[src/rtl/systolic_skew_feeder.sv]
// Diagonal-wavefront operand feeder between the 4x4 operand memory and the PE array.
// Optional zero-fill drain phase enabled by defining FEEDER_DRAIN_EN.
module systolic_skew_feeder #(
   parameter int unsigned DATA_WIDTH   = 8,
   parameter int unsigned DRAIN_CYCLES = 4
) (
   input  logic                    clk,
   input  logic                    rst_n,
   input  logic                    start,
   input  logic                    stall,
   output logic [3:0]              mem_read_enable,
   output logic [7:0]              mem_read_elem,
   input  logic [4*DATA_WIDTH-1:0] mem_data,
   output logic [4*DATA_WIDTH-1:0] a_out,
   output logic                    a_valid,
   output logic                    busy,
   output logic                    done
);

   localparam int unsigned LANES     = 4;
   localparam int unsigned WORD_W    = LANES * DATA_WIDTH;
   localparam logic [2:0]  LAST_STEP = 3'd6;

`ifdef FEEDER_DRAIN_EN
   localparam int unsigned          DRAIN_W    = (DRAIN_CYCLES > 1) ? $clog2(DRAIN_CYCLES) : 1;
   localparam logic [DRAIN_W-1:0]   DRAIN_LAST = DRAIN_W'(DRAIN_CYCLES - 1);

   typedef enum logic [1:0] {IDLE, FEED, DRAIN} state_e;
`else
   typedef enum logic [1:0] {IDLE, FEED} state_e;
`endif

   state_e              state_q, state_d;
   logic [2:0]          step_q, step_d;
   logic [WORD_W-1:0]   a_out_q, a_out_d;
   logic                a_valid_q, a_valid_d;
   logic                done_q, done_d;
`ifdef FEEDER_DRAIN_EN
   logic [DRAIN_W-1:0]  drain_q, drain_d;
`endif

   // Column c reads row (step - c) while that difference lies in 0..3.
   always_comb begin : addr_gen
      logic [2:0] rel;
      mem_read_enable = '0;
      mem_read_elem   = '0;
      rel             = '0;
      if (state_q == FEED) begin
         for (int unsigned c = 0; c < LANES; c++) begin
            rel = step_q - 3'(c);
            if ((step_q >= 3'(c)) && (rel <= 3'd3)) begin
               mem_read_enable[c]      = 1'b1;
               mem_read_elem[2*c +: 2] = rel[1:0];
            end
         end
      end
   end

   assign busy    = (state_q != IDLE);
   assign a_out   = a_out_q;
   assign a_valid = a_valid_q;
   assign done    = done_q;

   // Next-state and capture logic.
   always_comb begin
      state_d   = state_q;
      step_d    = step_q;
      a_out_d   = a_out_q;
      a_valid_d = 1'b0;
      done_d    = 1'b0;
`ifdef FEEDER_DRAIN_EN
      drain_d   = drain_q;
`endif
      case (state_q)
         IDLE: begin
            if (start) begin
               state_d = FEED;
               step_d  = '0;
            end
         end
         FEED: begin
            if (!stall) begin
               a_out_d   = mem_data;
               a_valid_d = 1'b1;
               if (step_q == LAST_STEP) begin
                  step_d = '0;
`ifdef FEEDER_DRAIN_EN
                  state_d = DRAIN;
                  drain_d = '0;
`else
                  state_d = IDLE;
                  done_d  = 1'b1;
`endif
               end else begin
                  step_d = step_q + 3'd1;
               end
            end
         end
`ifdef FEEDER_DRAIN_EN
         DRAIN: begin
            if (!stall) begin
               a_out_d   = '0;
               a_valid_d = 1'b1;
               if (drain_q == DRAIN_LAST) begin
                  state_d = IDLE;
                  done_d  = 1'b1;
               end else begin
                  drain_d = drain_q + DRAIN_W'(1);
               end
            end
         end
`endif
         default: state_d = IDLE;
      endcase
   end

   always_ff @(posedge clk or negedge rst_n) begin
      if (!rst_n) begin
         state_q   <= IDLE;
         step_q    <= '0;
         a_out_q   <= '0;
         a_valid_q <= 1'b0;
         done_q    <= 1'b0;
`ifdef FEEDER_DRAIN_EN
         drain_q   <= '0;
`endif
      end else begin
         state_q   <= state_d;
         step_q    <= step_d;
         a_out_q   <= a_out_d;
         a_valid_q <= a_valid_d;
         done_q    <= done_d;
`ifdef FEEDER_DRAIN_EN
         drain_q   <= drain_d;
`endif
      end
   end

endmodule

[config.mk]
export PLATFORM = sky130hd
export DESIGN_NAME = systolic_skew_feeder
export DESIGN_NICKNAME = d
export VERILOG_FILES = /design/src/rtl/systolic_skew_feeder.sv
export SDC_FILE = /design/constraint.sdc
export NUM_CORES = 1
export LEC_CHECK = 0
export ABC_CLOCK_PERIOD_IN_PS = 5600
export CAP_MARGIN = 15
export CORE_UTILIZATION = 39
export DETAILED_ROUTE_END_ITERATION = 7
export HOLD_SLACK_MARGIN = 0.05
export PLACE_DENSITY = 0.75
export REMOVE_ABC_BUFFERS = 1
export SLEW_MARGIN = 20
export SYNTH_ARGS = -nofsm -noshare
export SYNTH_HDL_FRONTEND = slang
export SYNTH_SLANG_ARGS = --single-unit
[constraint.sdc]
create_clock -name clk -period 5.6 [get_ports clk]
set_input_delay 1.12 -clock clk [delete_from_list [all_inputs] [get_ports clk]]
set_output_delay 1.12 -clock clk [all_outputs]
set_load 0.03 [all_outputs]
======== After elaboration in Yosys (flattened, before gate mapping) ========
Cells that the tools add are included.
storage, ports and cells
  flip-flop bits (word level) ............. 39
  bits in latches ......................... 0
  bits in writable memories ............... 0
  memory bits (read-only) ................. 0
  output and inout port bits .............. 47
  logic and storage cells ................. 56
  memories ................................ 0
operators by class
  add/subtract/negate cells ............... 4
  multiply operators ...................... 0
  divide/modulo/power cells ............... 0
  magnitude comparators ................... 8
  equality and inequality tests ........... 5
  shifts and indexed selects .............. 0
  muxes and demuxes ....................... 23
  bitwise gates (word level) .............. 1
  reductions and logical operators ........ 10
operator list
  cell                                                               number
  2-to-1 mux 2 bit                                                   7
  less-or-equal comparator 3 x 2 -> 1 bit, second input constant     4
  2-to-1 mux 1 bit                                                   9
  2-to-1 mux 3 bit                                                   3
  2-to-1 mux 8 bit                                                   1
  greater-or-equal comparator 3 x 1 -> 1 bit, second input constant  2
  greater-or-equal comparator 3 x 2 -> 1 bit, second input constant  2
  case mux 3 bit (2 select lines)                                    1
  AND reduction 3 bit                                                2
  subtractor 3 x 2 -> 3 bit, second input constant                   2
  logical AND 1 bit                                                  4
  2-to-1 mux 4 bit                                                   1
  inequality test 2 bit, second input constant                       2
  case mux 2 bit (2 select lines)                                    1
  nonzero test 2 bit                                                 2
  adder 3 x 1 -> 3 bit, second input constant                        1
  == test 3 bit, second input constant                               1
  subtractor 3 x 1 -> 3 bit, second input constant                   1
  == test 2 x 1 -> 1 bit, second input constant                      1
  zero test 2 bit                                                    1
  inequality test 2 x 1 -> 1 bit, second input constant              1
  AND reduction 2 bit                                                1
  NOT 1 bit                                                          1

======== Depth between registers and ports, before layout ========
Gate-level depths: netlist of run 1.
  word-level depth ........................ 5
  mapped depth ............................ 6
  mapped depth without buffers ............ 5

======== Least setup slack after synthesis of run 1 ========
OpenSTA, ideal clock, no wires.
  kind .................................... register to output
  from .................................... register step_q[0]
  to ...................................... output mem_read_elem[5]
  arrival time ............................ 2.080 ns
  required time ........................... 4.480 ns
  path slack .............................. 2.400 ns
  cell stages (with the launch flop) ...... 7
  buffers on the path ..................... 1
  cell sequence ........................... dfrtp_1 buf_2 inv_1 ha_1 nor2b_1 o211ai_1 a311oi_1
between the ends
  word-level cells in the longest chain between the ends .. 5
  elaborated cells on any way between the ends .. 6
  classes of those cells .................. add/sub: 1; order compare: 2; mux: 2; reduce/logical: 1
RTL lines
  item                                     line  source
  start, declared                          34    logic [2:0] step_q, step_d;
  start signal, assigned                   129   step_q <= step_d;
  subtractor 3 x 2 -> 3 bit                50    rel = step_q - 3'(c);
  less-or-equal comparator 3 x 2 -> 1 bit  51    if ((step_q >= 3'(c)) && (rel <= 3'd3)) begin
  logical AND 1 bit                        51
  2-to-1 mux 2 bit (*)                     51
  2-to-1 mux 8 bit (*)                     48    if (state_q == FEED) begin
  end, declared                            12    output logic [7:0] mem_read_elem,
Mark *: on every way between the ends. The rest lies on a longest branch, timed or not.

======== Worst setup path in the final report of run 1 ========
Same ends and word-level chain as after synthesis.

==> summary.txt, run 1 <==
Min path
  – Hold Crit Start: a_out[24]
  – Hold Path End: a_out[24]
  – Min-Delay Path Class: register to register
  – Worst Hold Depth: 1

Place
  – PortBufs: 82
  – Post-DP HPWL: 3000 um
  – Final RePlAce weighted congestion: 0.875
  – Placement Cell Area: 0.00273 mm2

Detailed routing
  – Routed WL: 4050 um
  – DRT Pass-1 Iters: 4
  – Remaining DRCs: 0
  – Initial DRC count: 50
  – Vias post-DR: 1,355
  – Routed wire per std cell: 14.1 um
  – DR vias/cell: 4.70
  – Post-route antenna net violation count: 0

Timing
  – Final setup vio count: 0
  – Minimum clock period: 3820 ps
  – Slew headroom: 45.8%
  – Pins Over Slew Limit: 0
  – Final hold viol count: 0
  – Tcrit/Tclk final: 68.1%
  – Setup TNS: 0 ps
  – Setup repair after global routing missed its margin: no
  – Worst-Margin Slew: 812 ps
  – Fin Clk Skew: 3.05 ps
  – Fmax: 262 MHz

Worst setup path
  – Cell family with most CP delay: buffers and inverters
  – Crit-path max FO: 15
  – CP Data Arrival Time: 2700 ps
  – Reg2Reg Setup Slack: 3610 ps
  – Crit-path cells: inv_1 -> ha_1 -> nor2b_1 -> o211ai_1 -> a311oi_1 -> clkdlybuf4s50_1
  – R2R Path End: a_out[30]
  – FF-to-FF Start: state_q[0]
  – CP endpoint kind: output port
  – Worst-case reg-to-reg path depth: 3
  – CP Launch Type: register
  – Delay of the slowest critical-path stage: 720 ps
  – Crit Path Class: register to output port
  – WP data required: 4480 ps
  – Worst path depth: 6
  – Buf+Inv Stages, Crit Path: 2
  – Slowest cell on crit path: clkdlybuf4s50_1

CTS
  – CTS tree: yes
  – Reg clk slew, reported paths: 70 ps
  – Clk buf depth: 2
  – CTS root buffer: clkbuf_8
  – CTS Hold Bufs: 0
  – Setup Fix Bufs, Post-CTS: 0
  – H-tree levels: 2
  – Clock latency at the later pin of the worst-skew pair: 280 ps
  – # resized after CTS: 0
  – Clock sink total: 38
  – TritonCTS buffer count: 5

Cells and area
  – Fill cells: 393
  – Layout net count: 265
  – Layout cells sized above 1: 21.7%
  – Antenna Cells: 0
  – P&R area growth vs syn: 50.1%
  – Final instance area: 0.00287 mm2

Yosys
  – Number of synthesized flops with an enable pin: 0
  – Synth async-reset ratio: 100%
  – Avg Cell Area, Syn: 14.0 um2
  – Yosys reg bits: 38
  – Area leader, netlist: dfrtp_1
  – Mapped Area: 0.00191 mm2
  – Top post-synthesis cells by count: dfrtp_1, mux2_4, ha_1, nor2_1, inv_1
  – Most instantiated library cell after synthesis: dfrtp_1
  – Synth top area cells: dfrtp_1, mux2_4, ha_1, buf_12, mux2_2
  – Cells after synthesis: 136
  – Netlist cell types: 28
  – Most used DFF post-synth: dfrtp_1
  – Post-synthesis sequential area ratio: 49.8%
  – YS warnings: 0
  – Synth top area share: 49.8%

Global routing
  – First-pass GRT wire length: 6580 um
  – Largest net degree at the start of global routing: 39
  – Overflow after GRT: 0
  – Number of global-route vias before repair: 1,350
  – Initial antenna violation count: 0
  – Total track usage: 16.4%

Power and ir drop
  – Net Switching: 0.532 mW
  – Pint: 0.849 mW
  – Sequential Power Share: 27.8%
  – Worst VDD drop: 0.000366 V
  – LEAKAGE: 1.27 nW
  – PD cells: 482 mW/mm2
  – Switching Fraction: 38.5%
  – Clk pwr share: 20.5%
  – Comb pwr share: 51.7%

Floorplanning
  – Die Span X: 72.0 um
  – Core ar.: 0.00472 mm2
  – I/O pin cnt: 83
  – Initial Utilization: 40.5%
  – Die footprint: 0.00518 mm2
  – Row Count: 25
  – Die Y: 72.0 um

Status
  – Outcome: finished, final reports clean

Job
  – Max-cap viol count: 0
[power by group through the flow]
| stage | clock, mW | combinational (mW) | sequential [mW] |
|---|---|---|---|
| global placement | 0 | 0.714 | 0.385 |
| global route | 0.302 | 0.765 | 0.391 |
| floorplan | 0 | 0.361 | 0.468 |
| finish | 0.283 | 0.714 | 0.384 |
| detailed placement | 0 | 0.714 | 0.389 |
| CTS | 0.291 | 0.720 | 0.384 |
[layout by cell type, fill, tap and decap left out]
master,n
inv_1,7
nor3_1,4
o22ai_1,1
a211oi_1,2
ha_1,9
nor2b_4,1
clkdlybuf4s50_1,81
dfrtp_1,38
o21bai_1,2
buf_4,1
a31oi_1,1
clkbuf_8,6
nor2_1,9
a21oi_1,4
o211ai_1,1
nor2b_1,3
a311oi_1,1
mux2_4,27
mux2_2,5
buf_2,1
and3_2,2
o21ai_0,4
a211o_1,1
xor2_1,1
inv_2,1
nor3b_1,2
nand2_1,2
o311a_2,1
o221a_2,1
bufinv_16,2
[flip-flops by register name (all words and copies together) (netlist names)]
name and flops:
a_out 32, step_q 3, a_valid 1, done 1, state_q 1
[cell type report]
class / count / area, um2 / share of cell area (%)
Clock buffer: 6 / 82.6 / 2.88
Tap cell: 67 / 83.8 / 2.92
Multi-Input combinational cell: 84 / 837 / 29.2
Clock inverter: 2 / 60.1 / 2.09
Timing Repair Buffer: 83 / 823 / 28.7
Inverter: 8 / 30.0 / 1.05
Sequential cell: 38 / 951 / 33.2
[per-layer routing]
layer | up-vias | track usage (%) | wire (um)
li1 | 645 | - | -
met1 | 639 | 21.3 | 1890
met2 | 67 | 26.2 | 1790
met3 | 4 | 5.83 | 341
met4 | 0 | 4.58 | 35
met5 | - | 0 | 0
[through the flow]
stage	hold WS, ps	util, %	setup slack (ps)	instances	total power, mW
2_1_floorplan	589	-	2440	130	0.829
3_3_place_gp	489	57.7	2150	280	1.10
3_5_place_dp	492	57.7	2100	280	1.10
4_1_cts	512	60.7	1760	288	1.39
5_1_grt	521	60.7	1560	288	1.46
6_report	509	60.7	1780	288	1.38
[logic make-up (layout without fill, tap and decap cells)]
family	count (synthesis)	in the layout	synth area share, %
xor gates and xnor gates	1	1	0.458
muxes	32	32	24.2
AOI/OAI and AO/OA	19	19	6.81
adders and majority gates	9	9	5.89
buffers and inverters	14	99	6.42
DFF	38	38	49.8
and+or+nand+nor	23	23	6.48
[how the worst max path moves through the flow]
| stage | to | slack, ps | start |
|---|---|---|---|
| after floorplan | mem_read_elem[7] | 2440 | step_q[0] |
| after global placement | mem_read_elem[5] | 2150 | step_q[0] |
| after detailed placement | mem_read_elem[5] | 2100 | step_q[0] |
| after CTS | mem_read_elem[5] | 1760 | step_q[0] |
| after global routing | mem_read_elem[3] | 1560 | step_q[0] |
| final | mem_read_elem[5] | 1780 | step_q[0] |
Note: power is estimated with default switching activity, not from simulation.
==> run 2: changes to the inputs <==
- ABC_CLOCK_PERIOD_IN_PS: 5600 -> 3240
- CORE_UTILIZATION: 39 -> 38
- PLACE_DENSITY: 0.75 -> 0.76
- clock period: 5.6 -> 3.24 ns (I/O delays scaled with it)
==> run 2 against run 1 <==
Core utilization shrank 0.062 points; sequential power rose by 63%; critical path type unchanged; via count increased by 1.0%; power is 74% higher; sequential share of layout area decreased by 0.40 points; largest cell class unchanged; largest power group unchanged.
==> summary.txt, run 2 (same netlist as run 1, synthesis figures left out) <==
Power and ir drop
  – Clk pwr share: 20.3% (-0.2 points)
  – Comb pwr share: 53.7% (+2.0 points)
  – Net Switching: 0.927 mW (+74%)
  – PD cells: 830 mW/mm2 (+72%)
  – Switching Fraction: 38.5% (-0.060 points)
  – Worst VDD drop: 0.000853 V (+130%)
  – LEAKAGE: 1.33 nW (+4.6%)
  – Sequential Power Share: 26.0% (-1.8 points)
  – Pint: 1.48 mW (+75%)
  – Overall power: 2.41 mW (+74%)

Worst setup path
  – Crit-path max FO: 6 (-9)
  – WP data required: 2590 ps (-1890 ps)
  – Delay of the slowest critical-path stage: 710 ps (about the same)
  – CP Launch Type: register
  – CP Data Arrival Time: 2440 ps (-260 ps)
  – Crit-path cells: inv_1 -> ha_1 -> nor2b_1 -> o211ai_1 -> a211oi_1 -> clkdlybuf4s50_1
  – Reg2Reg Setup Slack: 1500 ps (-2110 ps)
  – Worst-case reg-to-reg path depth: 3 (unchanged)
  – Buf+Inv Stages, Crit Path: 2 (unchanged)
  – Crit Path Class: register to output port
  – Cell family with most CP delay: buffers and inverters
  – R2R Path End: a_out[30]
  – FF-to-FF Start: state_q[0]
  – Slowest cell on crit path: clkdlybuf4s50_1
  – CP endpoint kind: output port

Place
  – Post-DP HPWL: 2860 um (-4.7%)
  – Post-Place Setup Slack: 431 ps (-1670 ps)
  – Final RePlAce weighted congestion: 0.879 (+0.39%)
  – Placed cell count: 282 (+0.71%)
  – Placement Cell Area: 0.00275 mm2 (+1.0%)
  – PortBufs: 82 (unchanged)

Floorplanning
  – Initial Utilization: 39.9% (-0.53 points)
  – Die footprint: 0.00532 mm2 (+2.6%)
  – Row Count: 25 (unchanged)
  – Die Y: 72.9 um (+1.3%)
  – Core ar.: 0.00479 mm2 (+1.3%)
  – I/O pin cnt: 83 (unchanged)
  – Die Span X: 72.9 um (+1.3%)

Timing
  – Fin Clk Skew: 5.26 ps (+2.21 ps)
  – Tcrit/Tclk final: 95.3%
  – Fmax: 324 MHz
  – Minimum clock period: 3090 ps
  – Final setup vio count: 0 (unchanged)
  – Setup repair after global routing missed its margin: no
  – PnR worst setup slack: 152 ps (-1630 ps)
  – Worst-Margin Slew: 834 ps (+21.6 ps)
  – Pins Over Slew Limit: 0 (unchanged)
  – Setup TNS: 0 ps (unchanged)
  – Slew headroom: 44.4% (-1.4 points)
  – Final hold viol count: 0 (unchanged)

Detailed routing
  – DRT Pass-1 Iters: 4 (unchanged)
  – Routed wire per std cell: 13.8 um (-2.2%)
  – Routed WL: 3990 um (-1.6%)
  – DR vias/cell: 4.72 (+0.34%)
  – Initial DRC count: 73 (+46%)
  – Remaining DRCs: 0 (unchanged)
  – Vias post-DR: 1,369 (+1.0%)
  – Post-route antenna net violation count: 0 (unchanged)

Status
  – Outcome: finished, final reports clean

CTS
  – CTS root buffer: clkbuf_8
  – CTS Hold Bufs: 0 (unchanged)
  – Clock latency at the later pin of the worst-skew pair: 280 ps (about the same)
  – CTS tree: yes
  – H-tree levels: 2 (unchanged)
  – Reg clk slew, reported paths: 70 ps (about the same)
  – Clock sink total: 38 (unchanged)
  – TritonCTS buffer count: 5 (unchanged)
  – Clk buf depth: 2 (unchanged)

Cells and area
  – Antenna Cells: 0 (unchanged)
  – P&R area growth vs syn: 51.9%
  – Commonest non-fill, non-tap cells in the layout: clkdlybuf4s50_1, dfrtp_1, mux2_4
  – Fill cells: 379 (-3.6%)
  – Area occupied by multi-input gates: 837 um2 (unchanged)
  – Final cell count without fillers: 290 (+0.69%)
  – Max reg flops: 32 (unchanged)
  – Layout cells sized above 1: 22.4% (+0.70 points)
  – Sequential cell area: 951 um2 (unchanged)
  – Layout net count: 267 (+0.75%)
  – Commonest non-fill, non-tap cell in the layout: clkdlybuf4s50_1
  – Final instance area: 0.00290 mm2 (+1.2%)

Global routing
  – Largest net degree at the start of global routing: 39 (unchanged)
  – Overflow after GRT: 0 (unchanged)
  – First-pass GRT wire length: 6220 um (-5.5%)
  – Number of global-route vias before repair: 1,299 (-3.8%)
  – Initial antenna violation count: 0 (unchanged)
  – Total track usage: 15.4% (-1.0 points)

Min path
  – Min-Delay Path Class: input pin to async pin

Job
  – Max-cap viol count: 0 (unchanged)
[run 2: power by group through the flow]
stage	clock network, mW	logic [mW]	registers, mW
after floorplan	0	0.624	0.809
after global placement	0	1.29	0.632
after detailed placement	0	1.30	0.637
after CTS	0.503	1.31	0.627
after global routing	0.528	1.38	0.639
final	0.490	1.29	0.626
[run 2: how the worst max path moves through the flow]
stage,from,endpoint,slack [ps],cells after the start
5_1_grt,step_q[0],mem_read_elem[4],3,6
3_5_place_dp,step_q[0],mem_read_elem[5],430,6
3_3_place_gp,step_q[0],mem_read_elem[5],460,6
6_report,step_q[0],mem_read_elem[4],150,6
2_1_floorplan,step_q[0],mem_read_elem[7],550,4
4_1_cts,step_q[0],mem_read_elem[5],80,6
[run 2: repair_timing]
item / in CTS / in global routing
setup buffers: 0 / 0
hold endpoints to repair: 0 / 0
setup endpoints to repair: 0 / 3
resized for setup: 0 / 3
[run 2: layout make-up]
| class | count | share of cell area [%] |
|---|---|---|
| repair buffers | 85 | 29.6 |
| flip-flops and latches | 38 | 32.8 |
| well taps | 67 | 2.89 |
| clock inverters | 2 | 2.07 |
| multi-input cells | 84 | 28.8 |
| clock buffers | 6 | 2.84 |
| inverters | 8 | 1.03 |
[run 2: worst register-to-register path: stages, from the launching register on]
cell	delay [ps]
dfrtp_1	530
nor2b_4	460
buf_12	270
mux2_2	370
[run 2: through the flow]
stage | hold WS [ps] | utilization [%]
2_1_floorplan | 352 | -
4_1_cts | 486 | 60.5
6_report | 458 | 60.7
5_1_grt | 521 | 60.7
3_5_place_dp | 491 | 57.5
3_3_place_gp | 488 | 57.5
[run 2: layer usage]
metal  global-route usage [%]  vias up  share of wire [%]
met1                     22.0      642                 46
li1                         -      651                  -
met2                     21.9       69                 43
met3                     4.28        7                9.6
met4                     6.54        0                1.1
met5                        0        -                  0
